===== src/rtl/rtc_bus_writer_if.sv =====
// rtc_bus_writer_if: request side and multiplexed A/D bus pins
// of the RTC write-cycle master.
interface rtc_bus_writer_if;
    logic       start;
    logic [7:0] addr;
    logic [7:0] data;
    logic       busy;
    logic       done;
    logic       cs_n;
    logic       rd_n;
    logic       wr_n;
    logic       ad_n;
    logic       ad_oe;
    logic [7:0] ad_out;

    modport master (
        input  start, addr, data,
        output busy, done, cs_n, rd_n,
        output wr_n, ad_n, ad_oe, ad_out
    );

    modport slave (
        output start, addr, data,
        input  busy, done, cs_n, rd_n,
        input  wr_n, ad_n, ad_oe, ad_out
    );
endinterface


===== src/rtl/rtc_bus_writer.sv =====
// rtc_bus_writer: drives one two-phase (address then data) write
// cycle on the multiplexed RTC bus; all outputs registered.
module rtc_bus_writer #(
    parameter int T_SETUP = 2,
    parameter int T_PULSE = 4,
    parameter int T_HOLD  = 2
) (
    input logic           clk,
    input logic           reset,
    rtc_bus_writer_if.master bus
);
    localparam int S = (T_SETUP < 1) ? 1 : T_SETUP;
    localparam int P = (T_PULSE < 1) ? 1 : T_PULSE;
    localparam int H = (T_HOLD  < 1) ? 1 : T_HOLD;
    localparam int M1 = (S > P) ? S : P;
    localparam int MAXD = (M1 > H) ? M1 : H;
    localparam int CW = (MAXD > 1) ? $clog2(MAXD) : 1;

    typedef logic [CW-1:0] cnt_t;
    localparam cnt_t LS = cnt_t'(S - 1);
    localparam cnt_t LP = cnt_t'(P - 1);
    localparam cnt_t LH = cnt_t'(H - 1);

    typedef enum logic [2:0] {
        IDLE, A_SETUP, A_STROBE, A_HOLD,
        D_SETUP, D_STROBE, D_HOLD, DONE
    } state_t;

    state_t     state_q, state_d;
    cnt_t       cnt_q, cnt_d;
    logic [7:0] a_q, a_d;
    logic [7:0] d_q, d_d;

    logic       busy_q, busy_d;
    logic       done_q, done_d;
    logic       cs_q, cs_d;
    logic       wr_q, wr_d;
    logic       adn_q, adn_d;
    logic       oe_q, oe_d;
    logic [7:0] out_q, out_d;

    always_ff @(posedge clk or posedge reset) begin
        if (reset) begin
            state_q <= IDLE;
            cnt_q   <= '0;
            a_q     <= '0;
            d_q     <= '0;
            busy_q  <= 1'b0;
            done_q  <= 1'b0;
            cs_q    <= 1'b1;
            wr_q    <= 1'b1;
            adn_q   <= 1'b1;
            oe_q    <= 1'b0;
            out_q   <= '0;
        end else begin
            state_q <= state_d;
            cnt_q   <= cnt_d;
            a_q     <= a_d;
            d_q     <= d_d;
            busy_q  <= busy_d;
            done_q  <= done_d;
            cs_q    <= cs_d;
            wr_q    <= wr_d;
            adn_q   <= adn_d;
            oe_q    <= oe_d;
            out_q   <= out_d;
        end
    end

    // timed states count down; each transition reloads the next duration
    always_comb begin
        state_d = state_q;
        a_d     = a_q;
        d_d     = d_q;
        cnt_d   = (cnt_q == '0) ? '0 : cnt_q - cnt_t'(1);
        unique case (state_q)
            IDLE: begin
                if (bus.start) begin
                    state_d = A_SETUP;
                    cnt_d   = LS;
                    a_d     = bus.addr;
                    d_d     = bus.data;
                end
            end
            A_SETUP: begin
                if (cnt_q == '0) begin
                    state_d = A_STROBE;
                    cnt_d   = LP;
                end
            end
            A_STROBE: begin
                if (cnt_q == '0) begin
                    state_d = A_HOLD;
                    cnt_d   = LH;
                end
            end
            A_HOLD: begin
                if (cnt_q == '0) begin
                    state_d = D_SETUP;
                    cnt_d   = LS;
                end
            end
            D_SETUP: begin
                if (cnt_q == '0) begin
                    state_d = D_STROBE;
                    cnt_d   = LP;
                end
            end
            D_STROBE: begin
                if (cnt_q == '0) begin
                    state_d = D_HOLD;
                    cnt_d   = LH;
                end
            end
            D_HOLD: begin
                if (cnt_q == '0) state_d = DONE;
            end
            DONE: state_d = IDLE;
            default: state_d = IDLE;
        endcase
    end

    // outputs decoded from the upcoming state so they register with it
    always_comb begin
        busy_d = (state_d != IDLE);
        done_d = 1'b0;
        cs_d   = 1'b1;
        wr_d   = 1'b1;
        adn_d  = 1'b1;
        oe_d   = 1'b0;
        out_d  = '0;
        unique case (state_d)
            A_SETUP, A_STROBE, A_HOLD: begin
                cs_d  = 1'b0;
                oe_d  = 1'b1;
                adn_d = 1'b0;
                out_d = a_d;
                wr_d  = (state_d != A_STROBE);
            end
            D_SETUP, D_STROBE, D_HOLD: begin
                cs_d  = 1'b0;
                oe_d  = 1'b1;
                out_d = d_d;
                wr_d  = (state_d != D_STROBE);
            end
            DONE: done_d = 1'b1;
            default: ;
        endcase
    end

    assign bus.busy   = busy_q;
    assign bus.done   = done_q;
    assign bus.cs_n   = cs_q;
    assign bus.rd_n   = 1'b1;
    assign bus.wr_n   = wr_q;
    assign bus.ad_n   = adn_q;
    assign bus.ad_oe  = oe_q;
    assign bus.ad_out = out_q;
endmodule


===== src/flat_wrapper.sv =====
// flat-port wrapper written by rule: the top's interface ports become plain ports
module rtc_bus_writer_flat 
#(
    parameter int T_SETUP = 2,
    parameter int T_PULSE = 4,
    parameter int T_HOLD  = 2
)
  (clk, reset, bus_start, bus_addr, bus_data, bus_busy, bus_done, bus_cs_n, bus_rd_n, bus_wr_n, bus_ad_n, bus_ad_oe, bus_ad_out);
  rtc_bus_writer_if bus_i ();
  input logic clk;
  input logic reset;
  input wire logic [$bits(bus_i.start)-1:0] bus_start;
  input wire logic [$bits(bus_i.addr)-1:0] bus_addr;
  input wire logic [$bits(bus_i.data)-1:0] bus_data;
  output wire logic [$bits(bus_i.busy)-1:0] bus_busy;
  output wire logic [$bits(bus_i.done)-1:0] bus_done;
  output wire logic [$bits(bus_i.cs_n)-1:0] bus_cs_n;
  output wire logic [$bits(bus_i.rd_n)-1:0] bus_rd_n;
  output wire logic [$bits(bus_i.wr_n)-1:0] bus_wr_n;
  output wire logic [$bits(bus_i.ad_n)-1:0] bus_ad_n;
  output wire logic [$bits(bus_i.ad_oe)-1:0] bus_ad_oe;
  output wire logic [$bits(bus_i.ad_out)-1:0] bus_ad_out;
  assign bus_i.start = bus_start;
  assign bus_i.addr = bus_addr;
  assign bus_i.data = bus_data;
  assign bus_busy = bus_i.busy;
  assign bus_done = bus_i.done;
  assign bus_cs_n = bus_i.cs_n;
  assign bus_rd_n = bus_i.rd_n;
  assign bus_wr_n = bus_i.wr_n;
  assign bus_ad_n = bus_i.ad_n;
  assign bus_ad_oe = bus_i.ad_oe;
  assign bus_ad_out = bus_i.ad_out;
  rtc_bus_writer #(.T_SETUP(T_SETUP), .T_PULSE(T_PULSE), .T_HOLD(T_HOLD)) u_core (.clk(clk), .reset(reset), .bus(bus_i));
endmodule

===== config.mk =====
export PLATFORM = sky130hd
export DESIGN_NAME = rtc_bus_writer_flat
export DESIGN_NICKNAME = d
export VERILOG_FILES = /design/src/rtl/rtc_bus_writer_if.sv /design/src/rtl/rtc_bus_writer.sv /design/src/flat_wrapper.sv
export SDC_FILE = /design/constraint.sdc
export NUM_CORES = 1
export LEC_CHECK = 0
export ABC_AREA = 1
export BUFFER_PORTS_ARGS = -buffer_cell sky130_fd_sc_hd__buf_2
export CAP_MARGIN = 0
export CORE_UTILIZATION = 30
export CTS_CLUSTER_SIZE = 20
export DETAILED_ROUTE_END_ITERATION = 8
export SKIP_CTS_REPAIR_TIMING = 1
export SYNTH_ARGS = -nofsm -noshare
export SYNTH_HDL_FRONTEND = slang
export SYNTH_SLANG_ARGS = --single-unit

===== constraint.sdc =====
create_clock -name clk -period 1.7 [get_ports clk]
set_input_delay 0.17 -clock clk [delete_from_list [all_inputs] [get_ports clk]]
set_output_delay 0.17 -clock clk [all_outputs]
set_load 0.01 [all_outputs]

==> results of run 1 <==
[registers in the layout, summed over array words and instances (netlist names)]
signal             flops
u_core.a_q             8
u_core.bus.ad_n        1
u_core.bus.ad_oe       1
u_core.bus.ad_out      8
u_core.bus.busy        1
u_core.bus.cs_n        1
u_core.bus.done        1
u_core.bus.wr_n        1
u_core.cnt_q           2
u_core.d_q             8
u_core.state_q         3
[placed cells by master (no fill, tap or decap), types with 3 or more instances in the layout]
master,netlist,final
buf_2,1,32
buf_4,3,8
clkbuf_8,0,5
dfrtp_1,32,32
dfstp_2,3,3
ha_1,4,4
inv_1,6,6
inv_2,5,5
nand2_1,68,68
nand2_4,4,4
nand3_1,20,20
nor2_1,5,5
[metal layers]
layer	vias to the layer above	wire, um	track usage	share of wire
met2	24	1340	0.197	0.45
li1	620	-	-	-
met4	0	31	0.0377	0.010
met1	517	1490	0.160	0.50
met5	-	0	0	0
met3	5	112	0.0375	0.038
[cells by family after synthesis]
group / synth area share
buffers and inverters: 0.0640
adder cells (fa/ha/maj): 0.0316
AND/OR/NAND/NOR: 0.328
other: 0.00237
flip-flops: 0.556
AO/OA/AOI/OAI: 0.0182
[worst register-to-register path: cells and delay by family, from the launching register on]
| kind | cells | cell delay (ns) |
|---|---|---|
| and+or+nand+nor | 6 | 0.54 |
| AOI/OAI and AO/OA | 1 | 0.15 |
| buffers and inverters | 2 | 0.13 |
| adders and majority gates | 1 | 0.20 |
| DFF | 1 | 0.40 |
[final timing paths]
check | endpoint | slack, ns
worst max-delay path | u_core.bus.ad_oe | 0.17
worst min-delay path | u_core.state_q[1] | -0.01
worst max register to register | u_core.bus.ad_oe | 0.17
worst min register to register | u_core.a_q[3] | 0.48
max in group asynchronous | u_core.bus.ad_n | 1.38
min in group clk | u_core.a_q[3] | 0.11
[per-stage QoR]
| step | area [sq um] | setup WS [ns] | hold slack (ns) | util | power [mW] |
|---|---|---|---|---|---|
| 6_report | 1930 | 0.169 | -0.0147 | 0.378 | 3.87 |
| 5_1_grt | 1930 | 0.0193 | 0.0426 | 0.378 | 4.25 |
| 4_1_cts | 1920 | 0.139 | -0.0114 | 0.376 | 3.89 |
| 3_5_place_dp | 1830 | 0.156 | 0.293 | 0.359 | 3.30 |
| 3_3_place_gp | 1830 | 0.214 | 0.292 | 0.359 | 3.28 |
| 2_1_floorplan | 1580 | 0.310 | 0.300 | - | 2.82 |
[area by class of cell]
class / instances / area (sq um) / share of cell area
Inverter: 13 / 51.3 / 0.0265
Tap cell: 70 / 87.6 / 0.0453
Timing Repair Buffer: 40 / 220 / 0.114
Sequential cell: 35 / 880 / 0.455
Multi-Input combinational cell: 118 / 609 / 0.315
Clock buffer: 6 / 72.6 / 0.0375
Clock inverter: 2 / 12.5 / 0.00647
[power groups by stage]
stage	Combinational (mW)	Clock, mW	Sequential [mW]
after global routing	2.23	0.632	1.39
after floorplan	1.37	0	1.46
after global placement	1.90	0	1.38
after CTS	1.92	0.600	1.37
after detailed placement	1.92	0	1.38
final	1.94	0.578	1.36
==> impl_metrics.csv, run 1 <==
group,metric,value,unit
synthesis,synthTopCellsByArea,"dfrtp_1 (51%), nand2_1 (16%), nand3_1 (6.3%)",
finish,antenna_cells,0,
worst_setup_path,crit_cells,10,
worst_setup_path,cp_max_fo,9,
clock_tree,clock-sinks,35,
synthesis,synth-edff-count,0,
worst_setup_path,required,1.87,ns
worst_setup_path,worst_ep_arrival_time,1.70,ns
clock_tree,clk_root_buffer_cell,"clkbuf_8",
worst_hold_path,hold_path_class,"input port to asynchronous set/reset pin",
synthesis,synth_area,1580,sq um
timing,fin_crit_sh,0.900,
place,dp_cells,275,
place,portBuffers,32,
synthesis,synth_nets,195,
clock_tree,h-tree-depth,2,
run,drv_cap,0,
die,start_util,0.310,
synthesis,ys_types,28,
grt,grt_remaining_overflow,0,
detailed_routing,drtIter0Drc,70,
die,coreArea,5110,sq um
worst_setup_path,path_buf_inv,2,
pwr,p_int,2.23,mW
timing,maxSlewViolCount,0,
detailed_routing,dr_total_vias,1166,
synthesis,ys_ff_latch,35,
outcome,violations,"hold timing",
timing,min_period,1.53,ns
die,die_h,74.6,um
worst_setup_path,path_class,"flop to flop",
worst_setup_path,startpoint,"u_core.cnt_q[1]",
timing,whs,-0.0147,ns
clock_tree,insertion_delay,0.28,ns
worst_setup_path,path_cells,"inv_1 -> ha_1 -> nand2_1 -> inv_1 -> a21oi_1 -> nand2_2 -> nand2_4 -> nand2_4 -> nand2_2 -> nand2_4",
clock_tree,clk_pin_slew,0.07,ns
clock_tree,cts_buffer_depth,2,
synthesis,post-synth-top-count-cell,"nand2_1",
detailed_routing,via_per_inst,4.11,
worst_setup_path,slowest_delay,0.40,ns
synthesis,ys_top_cells_by_count,"nand2_1 (68), dfrtp_1 (32), nand3_1 (20), inv_1 (6)",
grt,grt.total_usage,0.123,
detailed_routing,wirelength,2980,um
timing,clock-skew-final,0.00683,ns
outcome,status,"finished, violations left",
clock_tree,cts_buffers,5,
synthesis,synth_top_area_share,0.506,
finish,layout-drive-gt1-share,0.322,
pwr,p_seq_frac,0.350,
detailed_routing,drcViolationCount,0,
synthesis,synth_top_cell_by_area,"dfrtp_1",
pwr,ir_drop,0.734,mV
worst_setup_path,endpoint_kind,"flop",
finish,nets,236,
worst_setup_path,crit_top_cell,"nand2_4",
synthesis,synth.avg_cell_area,9.20,sq um
finish,layout.cells.non_filler,284,
die,fp.dieW,74.6,um
worst_setup_path,timing.rr.start,"u_core.cnt_q[1]",
timing,timing.setup.tns,0,ns
pwr,power_switching,1.64,mW
detailed_routing,first_pass_iters,4,
clock_tree,cts_tree,"done",
worst_setup_path,cp-start-kind,"flop",
timing,hold_viol,32,
synthesis,yosysWarningCount,0,
detailed_routing,ant_nets,0,
timing,rsz0062_at_grt,"no",
synthesis,synthArstFlopShare,1.00,
worst_setup_path,rr_worst_depth,10,
pwr,comb_power_share,0.501,
grt,grt_start_max_net_pins,36,
die,row_count,26,
pwr,p_sw_frac,0.424,
worst_setup_path,cpLargestDelayFamily,"simple AND/OR/NAND/NOR gates",
timing,setup_viol,0,
pwr,power.leakage,1.05,nW
place,gp_congestion,0.752,
grt,grt_pass1_wl,5070,um
pwr,p_clk_frac,0.149,
detailed_routing,wl_per_cell,10.5,um
die,dieArea,5570,sq um
finish,syn_to_final_growth,22.1,%
worst_setup_path,cp_slowest_cell,"dfrtp_1",
synthesis,synth_flop_cell,"dfrtp_1",
pwr,powerDensity,2000,nW/um^2
synthesis,synthCells,172,
finish,fill_cells,552,
die,io-pin-count,34,
grt,antenna_found_initial,0,
grt,grt_pass1_vias,1146,
timing,fmax,653,MHz
synthesis,seq_area_frac_synth,0.556,
place,dp_hpwl,2190,um
Power figures use the tool's default switching activity.
==> inputs of run 2 (changes only) <==
- HOLD_SLACK_MARGIN: not set -> 0.05
==> run 2 against run 1 <==
The run now ends clean. First-iteration DRC count grew 4.3%. Clock power about the same. Utilization grew 0.20 points. Register-to-register slack about the same. Maximum frequency barely moved. Sequential share of layout area shrank 0.23 points. Combinational power hardly changed. Cell area up 0.52%. Routed wire length is 0.81% higher. Global-route usage stayed put. Clock skew about the same. Largest cell class unchanged. Largest power group unchanged. Highest routed layer unchanged.
==> impl_metrics.csv, run 2 (synthesized netlist as in run 1, its figures left out) <==
group,metric,value,unit
grt,antenna_found_initial,0,
clock_tree,clk_pin_slew,0.07,ns
place,dp_hpwl,2190,um
clock_tree,clk_root_buffer_cell,"clkbuf_8",
finish,fill_cells,551,
detailed_routing,wl_met1,1500,um
detailed_routing,wl_met3,114,um
timing,clock-skew-final,0.00687,ns
die,row_count,26,
pwr,ir_drop,0.734,mV
timing,timing.setup.tns,0,ns
grt,grt_pass1_vias,1146,
clock_tree,cts_buffer_depth,2,
place,gp_congestion,0.752,
pwr,p_clk_frac,0.149,
timing,fmax,653,MHz
clock_tree,h-tree-depth,2,
detailed_routing,via_per_inst,4.12,
worst_setup_path,endpoint_kind,"flop",
grt,grt_start_max_net_pins,36,
pwr,comb_power_share,0.501,
worst_setup_path,crit_top_cell,"nand2_4",
grt,grt.total_usage,0.123,
timing,min_period,1.53,ns
finish,nets,237,
timing,maxSlewViolCount,0,
pwr,power_switching,1.64,mW
outcome,status,"complete, no violations",
finish,final_cell_mix,"nand2_1 (68), buf_2 (32), dfrtp_1 (32)",
die,start_util,0.310,
worst_setup_path,cp_slowest_cell,"dfrtp_1",
finish,antenna_cells,0,
run,drv_cap,0,
clock_tree,cts_buffers,5,
clock_tree,clock-sinks,35,
pwr,p_seq_frac,0.350,
die,fp.dieW,74.6,um
detailed_routing,first_pass_iters,4,
die,coreArea,5110,sq um
timing,hold_viol,0,
detailed_routing,wl_met2,1360,um
worst_setup_path,required,1.87,ns
detailed_routing,ant_nets,0,
clock_tree,insertion_delay,0.28,ns
worst_setup_path,path_cells,"inv_1 -> ha_1 -> nand2_1 -> inv_1 -> a21oi_1 -> nand2_2 -> nand2_4 -> nand2_4 -> nand2_2 -> nand2_4",
die,io-pin-count,34,
timing,rsz0062_at_grt,"no",
worst_hold_path,hold_path_class,"input port to flop",
die,die_h,74.6,um
pwr,power,3.88,mW
die,dieArea,5570,sq um
finish,syn_to_final_growth,22.8,%
worst_setup_path,path_buf_inv,2,
detailed_routing,wirelength,3000,um
pwr,powerDensity,1990,nW/um^2
worst_setup_path,slowest_delay,0.40,ns
grt,grt_remaining_overflow,0,
clock_tree,cts_tree,"done",
worst_setup_path,cpLargestDelayFamily,"simple AND/OR/NAND/NOR gates",
place,placed_area,1830,sq um
worst_setup_path,cp-start-kind,"flop",
detailed_routing,drtIter0Drc,73,
timing,fin_crit_sh,0.901,
pwr,power.leakage,1.05,nW
detailed_routing,top_layer,"met4",
grt,grt_pass1_wl,5070,um
place,portBuffers,32,
finish,mostFrequentLayoutCell,"nand2_1",
detailed_routing,drcViolationCount,0,
detailed_routing,dr_total_vias,1175,
worst_setup_path,worst_ep_arrival_time,1.70,ns
pwr,p_int,2.23,mW
timing,setup_viol,0,
worst_setup_path,path_class,"flop to flop",
finish,layout-drive-gt1-share,0.321,
worst_setup_path,cp_max_fo,9,
detailed_routing,wl_per_cell,10.5,um
pwr,p_sw_frac,0.424,
finish,fin_area,1940,sq um
-- run 2: cell types whose count changed in the layout (fill, tap and decap cells not counted), sizes merged --
cell and change:
dlygate4sd3 +1
-- run 2: area by class of cell --
| class | count | area (sq um) | share of cell area |
|---|---|---|---|
| Tap cell | 70 | 87.6 | 0.0451 |
| Multi-Input combinational cell | 118 | 609 | 0.314 |
| Clock inverter | 2 | 12.5 | 0.00644 |
| Sequential cell | 35 | 880 | 0.453 |
| Clock buffer | 6 | 72.6 | 0.0373 |
| Timing Repair Buffer | 41 | 230 | 0.118 |
| Inverter | 13 | 51.3 | 0.0264 |
-- run 2: power by group through the flow --
stage	combinational [mW]	clock, mW	sequential, mW
after floorplan	1.37	0	1.46
after global placement	1.90	0	1.38
after detailed placement	1.92	0	1.38
after CTS	1.92	0.600	1.37
after global routing	2.23	0.632	1.39
final	1.94	0.578	1.36
-- run 2: worst min-delay path, cell delays in order --
cell and delay (ns):
buf_2 0.07, nand2_1 0.04, nand2_1 0.07
-- run 2: per-layer routing --
layer | global-route usage | up-vias
met1 | 0.160 | 524
met4 | 0.0377 | 0
met2 | 0.197 | 24
met3 | 0.0375 | 5
met5 | 0 | -
li1 | - | 622
-- run 2: through the flow --
stage / utilization / hold slack, ns / cells / setup WS [ns]
finish: 0.380 / 0.108 / 285 / 0.169
global route: 0.380 / 0.119 / 285 / 0.0193
CTS: 0.376 / -0.0114 / 283 / 0.139
detailed placement: 0.359 / 0.293 / 275 / 0.156
global placement: 0.359 / 0.292 / 275 / 0.214
floorplan: - / 0.300 / 172 / 0.310
-- run 2: worst paths after layout --
| check | startpoint | to | slack [ns] | depth (start not counted) |
|---|---|---|---|---|
| worst max-delay path | u_core.cnt_q[1] | u_core.bus.ad_oe | 0.17 | 10 |
| worst min-delay path | bus_addr[3] | u_core.a_q[3] | 0.11 | 3 |
| worst max register to register | u_core.cnt_q[1] | u_core.bus.ad_oe | 0.17 | 10 |
| worst min register to register | u_core.d_q[3] | u_core.d_q[3] | 0.48 | 2 |
| max in group asynchronous | reset | u_core.bus.ad_n | 0.82 | 4 |
| min in group asynchronous | reset | u_core.state_q[1] | 0.54 | 4 |
